File: src/rtl/spi_tx_serializer.sv
// spi_tx_serializer: store-and-forward SPI transmit channel.
// The host writes a header word whose low byte is the payload word count N,
// then N payload words. Once all N words are buffered they are shifted out
// MSB-first on TX_CLK/TX_DATA, framed by TX_LOAD, with GAP_BITS idle bit
// periods between words. A one-bit-period TX_STOP closes the message.
//
// Line outputs are registered from the FSM state, so the line timeline
// trails the state timeline by one uniform clock cycle. This makes the
// first TX_LOAD rise two cycles after the last payload write. It also means
// the single LOAD cycle between words shows up on the lines as one cycle
// with TX_CLK high and TX_LOAD low.
//
// Write-side handshake: ENA is a one-cycle strobe with no back-pressure.
// Words are accepted in IDLE (header) and COLLECT (payload). An ENA seen in
// LOAD, SHIFT, GAP or STOP is dropped and flagged by a one-cycle OVERRUN.
// BUSY tells the upstream controller to stop routing words here.
module spi_tx_serializer #(
    parameter int HALF_PERIOD = 4,
    parameter int GAP_BITS    = 1
) (
    input  logic        CLK,
    input  logic        RST,
    input  logic [15:0] DATA,
    input  logic        ENA,
    output logic        TX_CLK,
    output logic        TX_DATA,
    output logic        TX_LOAD,
    output logic        TX_STOP,
    output logic        BUSY,
    output logic        OVERRUN,
    output logic [2:0]  STATE_DBG
);

    localparam logic [2:0] S_IDLE    = 3'd0;
    localparam logic [2:0] S_COLLECT = 3'd1;
    localparam logic [2:0] S_LOAD    = 3'd2;
    localparam logic [2:0] S_SHIFT   = 3'd3;
    localparam logic [2:0] S_GAP     = 3'd4;
    localparam logic [2:0] S_STOP    = 3'd5;

    localparam logic [7:0] HP_LAST  = 8'(HALF_PERIOD - 1);
    localparam logic [3:0] GAP_LAST = (GAP_BITS > 0) ? 4'(GAP_BITS - 1) : 4'd0;

    logic [15:0] mem [0:254];

    logic [2:0]  state_q,    state_d;
    logic [7:0]  n_q,        n_d;
    logic [7:0]  wr_ptr_q,   wr_ptr_d;
    logic [7:0]  rd_ptr_q,   rd_ptr_d;
    logic [7:0]  wc_q,       wc_d;
    logic [15:0] shift_q,    shift_d;
    logic [3:0]  bit_idx_q,  bit_idx_d;
    logic [7:0]  half_cnt_q, half_cnt_d;
    logic        phase_q,    phase_d;
    logic [3:0]  gap_cnt_q,  gap_cnt_d;
    logic        tx_clk_q,   tx_clk_d;
    logic        tx_data_q,  tx_data_d;
    logic        tx_load_q,  tx_load_d;
    logic        tx_stop_q,  tx_stop_d;
    logic        busy_q,     busy_d;
    logic        overrun_q,  overrun_d;

    logic        wr_en;
    logic        half_end;
    logic        bit_end;
    logic [2:0]  after_word;

    // Next-state logic: message collection, bit sequencing and line values.
    always_comb begin
        state_d    = state_q;
        n_d        = n_q;
        wr_ptr_d   = wr_ptr_q;
        rd_ptr_d   = rd_ptr_q;
        wc_d       = wc_q;
        shift_d    = shift_q;
        bit_idx_d  = bit_idx_q;
        half_cnt_d = half_cnt_q;
        phase_d    = phase_q;
        gap_cnt_d  = gap_cnt_q;
        wr_en      = 1'b0;

        half_end   = (half_cnt_q == HP_LAST);
        bit_end    = half_end && phase_q;
        // wc_q counts words already moved into the shift register.
        after_word = (wc_q != n_q) ? S_LOAD : S_STOP;

        // Shared half-period timer for SHIFT, GAP and STOP. It ends each bit
        // period with phase 0 and count 0, ready for the next state.
        if (state_q == S_SHIFT || state_q == S_GAP || state_q == S_STOP) begin
            if (half_end) begin
                half_cnt_d = 8'd0;
                phase_d    = ~phase_q;
            end else begin
                half_cnt_d = half_cnt_q + 8'd1;
            end
        end

        case (state_q)
            S_IDLE: begin
                // A zero-length header is discarded without side effects.
                if (ENA && (DATA[7:0] != 8'd0)) begin
                    n_d      = DATA[7:0];
                    wr_ptr_d = 8'd0;
                    rd_ptr_d = 8'd0;
                    wc_d     = 8'd0;
                    state_d  = S_COLLECT;
                end
            end
            S_COLLECT: begin
                if (ENA) begin
                    wr_en    = 1'b1;
                    wr_ptr_d = wr_ptr_q + 8'd1;
                    if ((wr_ptr_q + 8'd1) == n_q) begin
                        state_d = S_LOAD;
                    end
                end
            end
            S_LOAD: begin
                shift_d    = mem[rd_ptr_q];
                rd_ptr_d   = rd_ptr_q + 8'd1;
                wc_d       = wc_q + 8'd1;
                bit_idx_d  = 4'd15;
                half_cnt_d = 8'd0;
                phase_d    = 1'b0;
                state_d    = S_SHIFT;
            end
            S_SHIFT: begin
                if (bit_end) begin
                    if (bit_idx_q == 4'd0) begin
                        gap_cnt_d = 4'd0;
                        state_d   = (GAP_BITS > 0) ? S_GAP : after_word;
                    end else begin
                        shift_d   = {shift_q[14:0], 1'b0};
                        bit_idx_d = bit_idx_q - 4'd1;
                    end
                end
            end
            S_GAP: begin
                if (bit_end) begin
                    if (gap_cnt_q == GAP_LAST) begin
                        state_d = after_word;
                    end else begin
                        gap_cnt_d = gap_cnt_q + 4'd1;
                    end
                end
            end
            S_STOP: begin
                if (bit_end) begin
                    state_d = S_IDLE;
                end
            end
            default: begin
                state_d = S_IDLE;
            end
        endcase
    end

    // Line values derived from the current state, registered below.
    always_comb begin
        tx_clk_d  = 1'b1;
        tx_data_d = 1'b0;
        tx_load_d = 1'b0;
        tx_stop_d = 1'b0;
        if (state_q == S_SHIFT) begin
            tx_clk_d  = phase_q;
            tx_data_d = shift_q[15];
            tx_load_d = 1'b1;
        end else if (state_q == S_STOP) begin
            tx_clk_d  = phase_q;
            tx_stop_d = 1'b1;
        end
        // BUSY rises with the accepted header and falls together with TX_STOP.
        busy_d    = (state_d != S_IDLE) || (state_q == S_STOP);
        overrun_d = ENA && (state_q == S_LOAD || state_q == S_SHIFT ||
                            state_q == S_GAP  || state_q == S_STOP);
    end

    // State and output registers; reset aborts any message in flight.
    always_ff @(posedge CLK or posedge RST) begin
        if (RST) begin
            state_q    <= S_IDLE;
            n_q        <= 8'd0;
            wr_ptr_q   <= 8'd0;
            rd_ptr_q   <= 8'd0;
            wc_q       <= 8'd0;
            shift_q    <= 16'd0;
            bit_idx_q  <= 4'd0;
            half_cnt_q <= 8'd0;
            phase_q    <= 1'b0;
            gap_cnt_q  <= 4'd0;
            tx_clk_q   <= 1'b1;
            tx_data_q  <= 1'b0;
            tx_load_q  <= 1'b0;
            tx_stop_q  <= 1'b0;
            busy_q     <= 1'b0;
            overrun_q  <= 1'b0;
        end else begin
            state_q    <= state_d;
            n_q        <= n_d;
            wr_ptr_q   <= wr_ptr_d;
            rd_ptr_q   <= rd_ptr_d;
            wc_q       <= wc_d;
            shift_q    <= shift_d;
            bit_idx_q  <= bit_idx_d;
            half_cnt_q <= half_cnt_d;
            phase_q    <= phase_d;
            gap_cnt_q  <= gap_cnt_d;
            tx_clk_q   <= tx_clk_d;
            tx_data_q  <= tx_data_d;
            tx_load_q  <= tx_load_d;
            tx_stop_q  <= tx_stop_d;
            busy_q     <= busy_d;
            overrun_q  <= overrun_d;
        end
    end

    // Message buffer write port; contents need no reset since the pointers do.
    always_ff @(posedge CLK) begin
        if (wr_en) begin
            mem[wr_ptr_q] <= DATA;
        end
    end

    assign TX_CLK    = tx_clk_q;
    assign TX_DATA   = tx_data_q;
    assign TX_LOAD   = tx_load_q;
    assign TX_STOP   = tx_stop_q;
    assign BUSY      = busy_q;
    assign OVERRUN   = overrun_q;
    assign STATE_DBG = state_q;

endmodule
File: config.mk
export PLATFORM = sky130hd
export DESIGN_NAME = spi_tx_serializer
export DESIGN_NICKNAME = d
export VERILOG_FILES = /design/src/rtl/spi_tx_serializer.sv
export SDC_FILE = /design/constraint.sdc
export NUM_CORES = 2
export LEC_CHECK = 0
export ABC_CLOCK_PERIOD_IN_PS = 3100
export CORE_MARGIN = 1.5
export CORE_UTILIZATION = 30
export CTS_BUF_LIST = sky130_fd_sc_hd__clkbuf_4 sky130_fd_sc_hd__clkbuf_8
export CTS_CLUSTER_DIAMETER = 60
export DETAILED_ROUTE_END_ITERATION = 8
export PLACE_DENSITY_LB_ADDON = 0.3
export SLEW_MARGIN = 10
export SYNTH_ARGS = -nofsm -noshare
export SYNTH_HDL_FRONTEND = slang
export SYNTH_SLANG_ARGS = --single-unit
File: constraint.sdc
create_clock -name CLK -period 3.1 [get_ports CLK]
set_input_delay 0.62 -clock CLK [delete_from_list [all_inputs] [get_ports CLK]]
set_output_delay 0.62 -clock CLK [all_outputs]
set_load 0.02 [all_outputs]
# Word level (Yosys, flattened, before mapping)
# Memories as Yosys holds them, arrays and structs flattened.
# Index checks and enable logic that the tools add are counted.
# Widths: inputs -> output; s select.
dict set report classes {
  addsub 6
  multipliers 0
  n_div 0
  order_cmp 0
  n_eq_ne 15
  n_shift 0
  n_mux 42
  bitwise_logic 1
  reduce_logical 26
}
# op count
set ops {}
lappend ops {{$pmux 8 s2} 3}
lappend ops {{$mux 8} 5}
lappend ops {{$add 8x1->8 const B} 4}
lappend ops {{$mux 16} 2}
lappend ops {{$pmux 16 s2} 1}
lappend ops {{$mux 3} 9}
lappend ops {{$mux 4} 6}
lappend ops {{$pmux 3 s6} 1}
lappend ops {{$pmux 4 s2} 2}
lappend ops {{$mux 1} 13}
lappend ops {{$ne 2x2->1 const B} 6}
lappend ops {{$reduce_bool 2->1} 6}
lappend ops {{$eq 8x2->1 const B} 1}
lappend ops {{$eq 8x8->1} 1}
lappend ops {{$logic_not 4->1} 2}
lappend ops {{$ne 8x8->1} 1}
lappend ops {{$reduce_bool 8->1} 1}
lappend ops {{$eq 3x2->1 const B} 2}
lappend ops {{$eq 3x3->1 const B} 2}
lappend ops {{$logic_or 1x1->1} 6}
lappend ops {{$reduce_and 2->1} 3}
lappend ops {{$reduce_and 3->1} 2}
lappend ops {{$reduce_and 5->1} 1}
lappend ops {{$add 4x1->4 const B} 1}
lappend ops {{7 further kinds} 9}
dict set report totals {
  register_bits 74
  latch_bits 0
  ram_bits 4080
  romBits 0
  inputBits 19
  out_inout_bits 9
  elab_cells 107
  n_memories 1
}
# name depth word_bits read_ports rd_ports_with_merged_regs wr line
set memory_table {}
lappend memory_table {mem 255 16 1 0 1 44} ;# logic [15:0] mem [0:254];

# Longest topological paths before layout
dict set report logic_depth {
  depth_word 7
  depth_mapped 13
  ltp_nobuf 8
}

# Worst setup path after synthesis
# Ideal clock, no wire load.
dict set report synth_timing {
  path_type {register -> register}
  startpoint {reg state_q[0] (netlist: STATE_DBG[0])}
  endpoint {mem mem[204][0], enable pin}
  setup_ns 0.389
  t_arrival_ns 2.761
  t_required_ns 2.711
  path_slack_ns -0.050
  path_stages_with_launch 9
  n_path_buf 3
  period_less_slack_ns 3.150
  cell_sequence {dfrtp_1 -> buf_2 -> inv_1 -> or3_1 -> clkbuf_1 -> nor3_1 -> nand3_1 -> clkbuf_1 -> nor2_1}
}
dict set report synth_via {
  elab_chain_cells 4
}
# element line
set synth_rtl {}
lappend synth_rtl {{start: declaration} 46} ;# logic [2:0] state_q, state_d;
lappend synth_rtl {{start signal: assignment} 198} ;# state_q <= state_d;
lappend synth_rtl {{$eq 3x1->1} 98} ;# case (state_q)
lappend synth_rtl {{$mux 1} 98}
lappend synth_rtl {{$mux 1} 219} ;# if (wr_en) begin
lappend synth_rtl {{$mux 1 (implied by the code)} 220} ;# mem[wr_ptr_q] <= DATA;
lappend synth_rtl {{end: declaration} 44}
# No other way between the ends.

# Worst setup path after layout
dict set report layout_timing {
  startpoint {reg rd_ptr_q[1]}
  endpoint {reg shift_q[0]}
}
dict set report layout_via {
  elab_chain_cells 2
}
# element line
set layout_rtl {}
lappend layout_rtl {{start: declaration} 49} ;# logic [7:0] rd_ptr_q, rd_ptr_d;
lappend layout_rtl {{start signal: assignment} 201} ;# rd_ptr_q <= rd_ptr_d;
lappend layout_rtl {{$mem_v2 255x16} n/a}
lappend layout_rtl {{$pmux 16 s2} 98}
lappend layout_rtl {{end signal: assignment} 203} ;# shift_q <= shift_d;
lappend layout_rtl {{end: declaration} 51} ;# logic [15:0] shift_q, shift_d;
# No other way between the ends.
# A chain may end at the register's enable or synchronous reset.

==> metrics.txt <==
# TYPE chip_impl_metric gauge
chip_impl_info{name="status",value="finished with violations"} 1
chip_impl_info{name="violations",value="setup timing"} 1
chip_impl_metric{name="synth.net_count",unit=""} 7126
chip_impl_metric{name="number_of_global_route_vias_before_repair",unit=""} 83800
chip_impl_info{name="tritoncts",value="yes"} 1
chip_impl_metric{name="grt_start_max_net_pins",unit=""} 159
chip_impl_metric{name="dr.first_iter.drc_count",unit=""} 8977
chip_impl_metric{name="combined_area_of_the_multi_input_logic_cells",unit="µm²"} 34600
chip_impl_metric{name="yosysTopAreaCellShare",unit=""} 0.763
chip_impl_metric{name="post-route-min-period",unit="ns"} 3.35
chip_impl_metric{name="dp_hpwl",unit="µm"} 291000
chip_impl_metric{name="numCtsBuffers",unit=""} 665
chip_impl_metric{name="worst_clock_skew",unit="ns"} 0.0659
chip_impl_metric{name="layout-drive-gt1-share",unit=""} 0.384
chip_impl_metric{name="clock-sinks",unit=""} 4154
chip_impl_metric{name="place.gp.congestion",unit=""} 0.837
chip_impl_metric{name="drcViolationCount",unit=""} 0
chip_impl_metric{name="timing.final.hold_violations",unit=""} 0
chip_impl_info{name="timing.setup.critical_path_class",value="flop to flop"} 1
chip_impl_metric{name="syn-instance-count",unit=""} 7097
chip_impl_metric{name="ant_nets",unit=""} 0
chip_impl_metric{name="irDropWorstVdd",unit="mV"} 0.436
chip_impl_metric{name="instances_no_fill",unit=""} 15900
chip_impl_metric{name="cap_violations",unit=""} 0
chip_impl_metric{name="via_per_inst",unit=""} 5.04
chip_impl_info{name="clock-root-buffer",value="sky130_fd_sc_hd__clkbuf_8"} 1
chip_impl_info{name="critical_path.endpoint_type",value="flop"} 1
chip_impl_metric{name="cp.required",unit="ns"} 4.25
chip_impl_metric{name="avgRoutedWirePerCell",unit="µm"} 29.0
chip_impl_metric{name="gr-usage-all-layers",unit=""} 0.167
chip_impl_metric{name="antenna_found_initial",unit=""} 29
chip_impl_metric{name="critPathMaxFanout",unit=""} 37
chip_impl_metric{name="rows",unit=""} 268
chip_impl_metric{name="power_per_cell_area",unit="nW/µm²"} 567
chip_impl_metric{name="measured_slew_at_the_worst_slew_check_pin",unit="ns"} 1.09
chip_impl_metric{name="dieWidth",unit="µm"} 735
chip_impl_metric{name="clock_insertion_delay_worst_skew",unit="ns"} 1.28
chip_impl_info{name="startpoint_type",value="flop"} 1
chip_impl_metric{name="i_o_pin_count",unit=""} 28
chip_impl_metric{name="floorplan.initialDensity",unit=""} 0.301
chip_impl_metric{name="worst-r2r-setup-slack",unit="ns"} -0.25
chip_impl_metric{name="placement.setup.worst_slack",unit="ns"} -0.659
chip_impl_metric{name="slew_headroom",unit=""} 0.271
chip_impl_metric{name="drtPass1Iterations",unit=""} 6
chip_impl_metric{name="grt_first_pass_wirelength",unit="µm"} 648000
chip_impl_metric{name="slew_violations",unit=""} 0
chip_impl_info{name="hold_path_class",value="input port to flop"} 1
chip_impl_metric{name="fin_crit_sh",unit=""} 1.08
chip_impl_metric{name="final.setup.worst_slack",unit="ns"} -0.250
chip_impl_metric{name="synth_seq_area_share",unit=""} 0.774
chip_impl_metric{name="share_of_async_settable_or_async_resettable_flops_after_synthesis",unit=""} 0.0178
chip_impl_metric{name="n_fill_cell",unit=""} 48600
chip_impl_info{name="synthFlopType",value="sky130_fd_sc_hd__edfxtp_1"} 1
chip_impl_metric{name="routed_wirelength",unit="µm"} 462000
chip_impl_info{name="netlist.top_cell.by_area",value="sky130_fd_sc_hd__edfxtp_1"} 1
chip_impl_info{name="rsz0062_at_grt",value="yes"} 1
chip_impl_metric{name="floorplan.core_area",unit="µm²"} 533000
chip_impl_metric{name="maxClockFrequency",unit="GHz"} 0.299
chip_impl_metric{name="dpl.cell_count",unit=""} 14700
chip_impl_metric{name="seqCellArea",unit="µm²"} 124000
chip_impl_metric{name="power.leakage",unit="nW"} 59.4
chip_impl_metric{name="clk_pin_slew_worst_paths",unit="ns"} 0.06
chip_impl_metric{name="synth_area",unit="µm²"} 161000
chip_impl_info{name="synth_top_cells_by_area",value="sky130_fd_sc_hd__edfxtp_1 (76%), sky130_fd_sc_hd__mux4_2 (16%), sky130_fd_sc_hd__dfrtp_1 (1.1%)"} 1
chip_impl_metric{name="htreeDepth",unit=""} 6
chip_impl_metric{name="crit_arrival",unit="ns"} 4.50
chip_impl_metric{name="die_area",unit="µm²"} 540000
chip_impl_metric{name="buffer_levels_on_the_longest_clock_path",unit=""} 4
chip_impl_metric{name="fin_nets",unit=""} 8410
chip_impl_metric{name="finalSetupViolations",unit=""} 16
chip_impl_metric{name="globalRoute.totalOverflow",unit=""} 0
chip_impl_metric{name="synth.ff_latch_count",unit=""} 4154
chip_impl_metric{name="postSynthAreaPerCell",unit="µm²"} 22.6
chip_impl_metric{name="die_height",unit="µm"} 735
chip_impl_metric{name="synthesis.yosys.warnings",unit=""} 0
chip_impl_metric{name="syn2layout_area_growth",unit="%"} 20.9
chip_impl_metric{name="synth-edff-count",unit=""} 4080
chip_impl_metric{name="synth_cell_types",unit=""} 72
chip_impl_metric{name="vias",unit=""} 80200
chip_impl_metric{name="portBuffers",unit=""} 27
-- final timing paths --
check,from,end,cells past startpoint
max in group asynchronous,RST,wc_q[5]$_DFFE_PP0P_,3
hold / removal,ENA,OVERRUN$_DFF_PP0_,3
min in group asynchronous,RST,shift_q[9]$_DFFE_PP0P_,2
hold reg to reg,shift_q[0]$_DFFE_PP0P_,shift_q[0]$_DFFE_PP0P_,2
setup reg to reg,rd_ptr_q[1]$_DFFE_PP0P_,shift_q[0]$_DFFE_PP0P_,10
setup / recovery,rd_ptr_q[1]$_DFFE_PP0P_,shift_q[0]$_DFFE_PP0P_,10
-- what timing repair did --
action                                 in CTS  in global routing
cloned                                      7                  4
endpoints found under the hold margin     851                  0
hold buffers                               16                  0
setup buffers                              22                 13
setup endpoints to repair                  21                 16
resized for setup                         119                 58
pin swaps                                  10                 30
-- cells by family after synthesis --
logic type,count (synthesis),synth area share
buffers and inverters,415,0.0152
adders and majority gates,10,0.000779
DFF,4154,0.774
and+or+nand+nor,967,0.0276
AOI/OAI and AO/OA,284,0.0121
xor gates and xnor gates,30,0.00164
muxes,1237,0.169
-- final cells by class --
type	instances	share of cell area
Sequential cell	4154	0.641
Multi-Input combinational cell	2528	0.178
Timing Repair Buffer	1018	0.0687
Clock buffer	894	0.0564
Tap cell	7020	0.0452
Clock inverter	282	0.0102
Inverter	14	0.000322
Antenna cell	17	0.000219
-- sequential cells by signal (all words and copies together), names as in the netlist, 3 cells and up --
name and count:
wr_ptr_q 8, gap_cnt_q 4, mem 4080, n_q 8
STATE_DBG 3, half_cnt_q 8, bit_idx_q 4, wc_q 8
shift_q 16, rd_ptr_q 8
-- placed cells by master, fill, tap and decap left out, types with 16 or more instances in the layout --
master / Yosys / layout
sky130_fd_sc_hd__buf_6: 41 / 37
sky130_fd_sc_hd__mux2i_1: 70 / 70
sky130_fd_sc_hd__clkbuf_4: 2 / 215
sky130_fd_sc_hd__edfxtp_1: 4080 / 4080
sky130_fd_sc_hd__clkinv_2: 0 / 61
sky130_fd_sc_hd__buf_16: 0 / 23
sky130_fd_sc_hd__nand4_1: 40 / 40
sky130_fd_sc_hd__clkinv_1: 2 / 151
sky130_fd_sc_hd__nor2_2: 0 / 161
sky130_fd_sc_hd__nand3_1: 92 / 85
sky130_fd_sc_hd__buf_8: 11 / 23
sky130_fd_sc_hd__diode_2: 0 / 17
sky130_fd_sc_hd__nor3_1: 120 / 119
sky130_fd_sc_hd__nand2_1: 214 / 213
sky130_fd_sc_hd__a21oi_1: 17 / 17
sky130_fd_sc_hd__clkbuf_8: 0 / 679
sky130_fd_sc_hd__and3_1: 21 / 21
sky130_fd_sc_hd__dlygate4sd3_1: 0 / 16
sky130_fd_sc_hd__o21ai_0: 64 / 64
sky130_fd_sc_hd__xor2_1: 18 / 18
sky130_fd_sc_hd__bufinv_16: 0 / 18
sky130_fd_sc_hd__o22ai_1: 63 / 53
sky130_fd_sc_hd__nor2_1: 357 / 196
sky130_fd_sc_hd__o211ai_1: 22 / 22
sky130_fd_sc_hd__buf_12: 9 / 378
sky130_fd_sc_hd__buf_4: 43 / 523
sky130_fd_sc_hd__mux4_2: 1136 / 1140
sky130_fd_sc_hd__dfrtp_1: 73 / 65
sky130_fd_sc_hd__mux4_1: 29 / 25
-- synth_stat cells (10+ instances only) --
cell	n
sky130_fd_sc_hd__and3_1	21
sky130_fd_sc_hd__mux4_2	1136
sky130_fd_sc_hd__buf_8	11
sky130_fd_sc_hd__a22oi_1	26
sky130_fd_sc_hd__xnor2_1	12
sky130_fd_sc_hd__o211ai_1	22
sky130_fd_sc_hd__buf_6	41
sky130_fd_sc_hd__nor3b_1	15
sky130_fd_sc_hd__edfxtp_1	4080
sky130_fd_sc_hd__nand3_1	92
sky130_fd_sc_hd__nand4_1	40
sky130_fd_sc_hd__buf_2	105
sky130_fd_sc_hd__buf_4	43
sky130_fd_sc_hd__nor3_1	120
sky130_fd_sc_hd__buf_1	32
sky130_fd_sc_hd__dfrtp_1	73
sky130_fd_sc_hd__o22a_1	18
sky130_fd_sc_hd__mux4_1	29
sky130_fd_sc_hd__a2111oi_0	15
sky130_fd_sc_hd__o21ai_0	64
sky130_fd_sc_hd__nand2b_1	13
sky130_fd_sc_hd__nor2_1	357
sky130_fd_sc_hd__nor2b_1	12
sky130_fd_sc_hd__and2_1	14
sky130_fd_sc_hd__clkbuf_1	158
sky130_fd_sc_hd__o22ai_1	63
sky130_fd_sc_hd__nand2_1	214
sky130_fd_sc_hd__xor2_1	18
sky130_fd_sc_hd__ha_1	10
sky130_fd_sc_hd__inv_1	11
sky130_fd_sc_hd__mux2i_1	70
sky130_fd_sc_hd__a21oi_1	17
sky130_fd_sc_hd__nor4_1	23
-- routing by layer --
metal / wire [µm] / GRT usage / vias to the layer above
met5: 0 / 0 / -
met4: 15000 / 0.0508 / 0
met3: 32700 / 0.0312 / 702
met2: 225000 / 0.279 / 3065
met1: 189000 / 0.224 / 43600
li1: - / - / 32800
-- report_power, final --
part / leakage (nW) / internal [mW] / switching, mW
clock: 6.82 / 24.6 / 22.0
combinational: 15.0 / 0.328 / 1.31
sequential: 37.6 / 61.8 / 0.112
-- per-stage QoR --
stage,hold slack (ns),utilization,power [mW],setup TNS (ns),cell area [µm²]
2_1_floorplan,0.448,-,63.3,-11.33,161000
3_3_place_gp,0.482,0.337,64.6,-272.51,180000
3_5_place_dp,0.467,0.337,64.7,-173.89,180000
4_1_cts,0.0790,0.363,111,-1.70,194000
5_1_grt,0.0801,0.364,114,-3.73,194000
6_report,0.154,0.364,110,-2.53,194000
-- critical path, cell delays in order, from the launching register on --
cell and delay (ns):
sky130_fd_sc_hd__dfrtp_4 0.46, sky130_fd_sc_hd__buf_12 0.20, sky130_fd_sc_hd__buf_4 0.24, sky130_fd_sc_hd__buf_12 0.26, sky130_fd_sc_hd__buf_4 0.37, sky130_fd_sc_hd__mux4_2 0.28, sky130_fd_sc_hd__and2_1 0.12, sky130_fd_sc_hd__o22ai_1 0.08
sky130_fd_sc_hd__a22oi_1 0.39, sky130_fd_sc_hd__nand4_1 0.42, sky130_fd_sc_hd__o32ai_1 0.33
No activity file was read; power rests on OpenSTA's default activity.
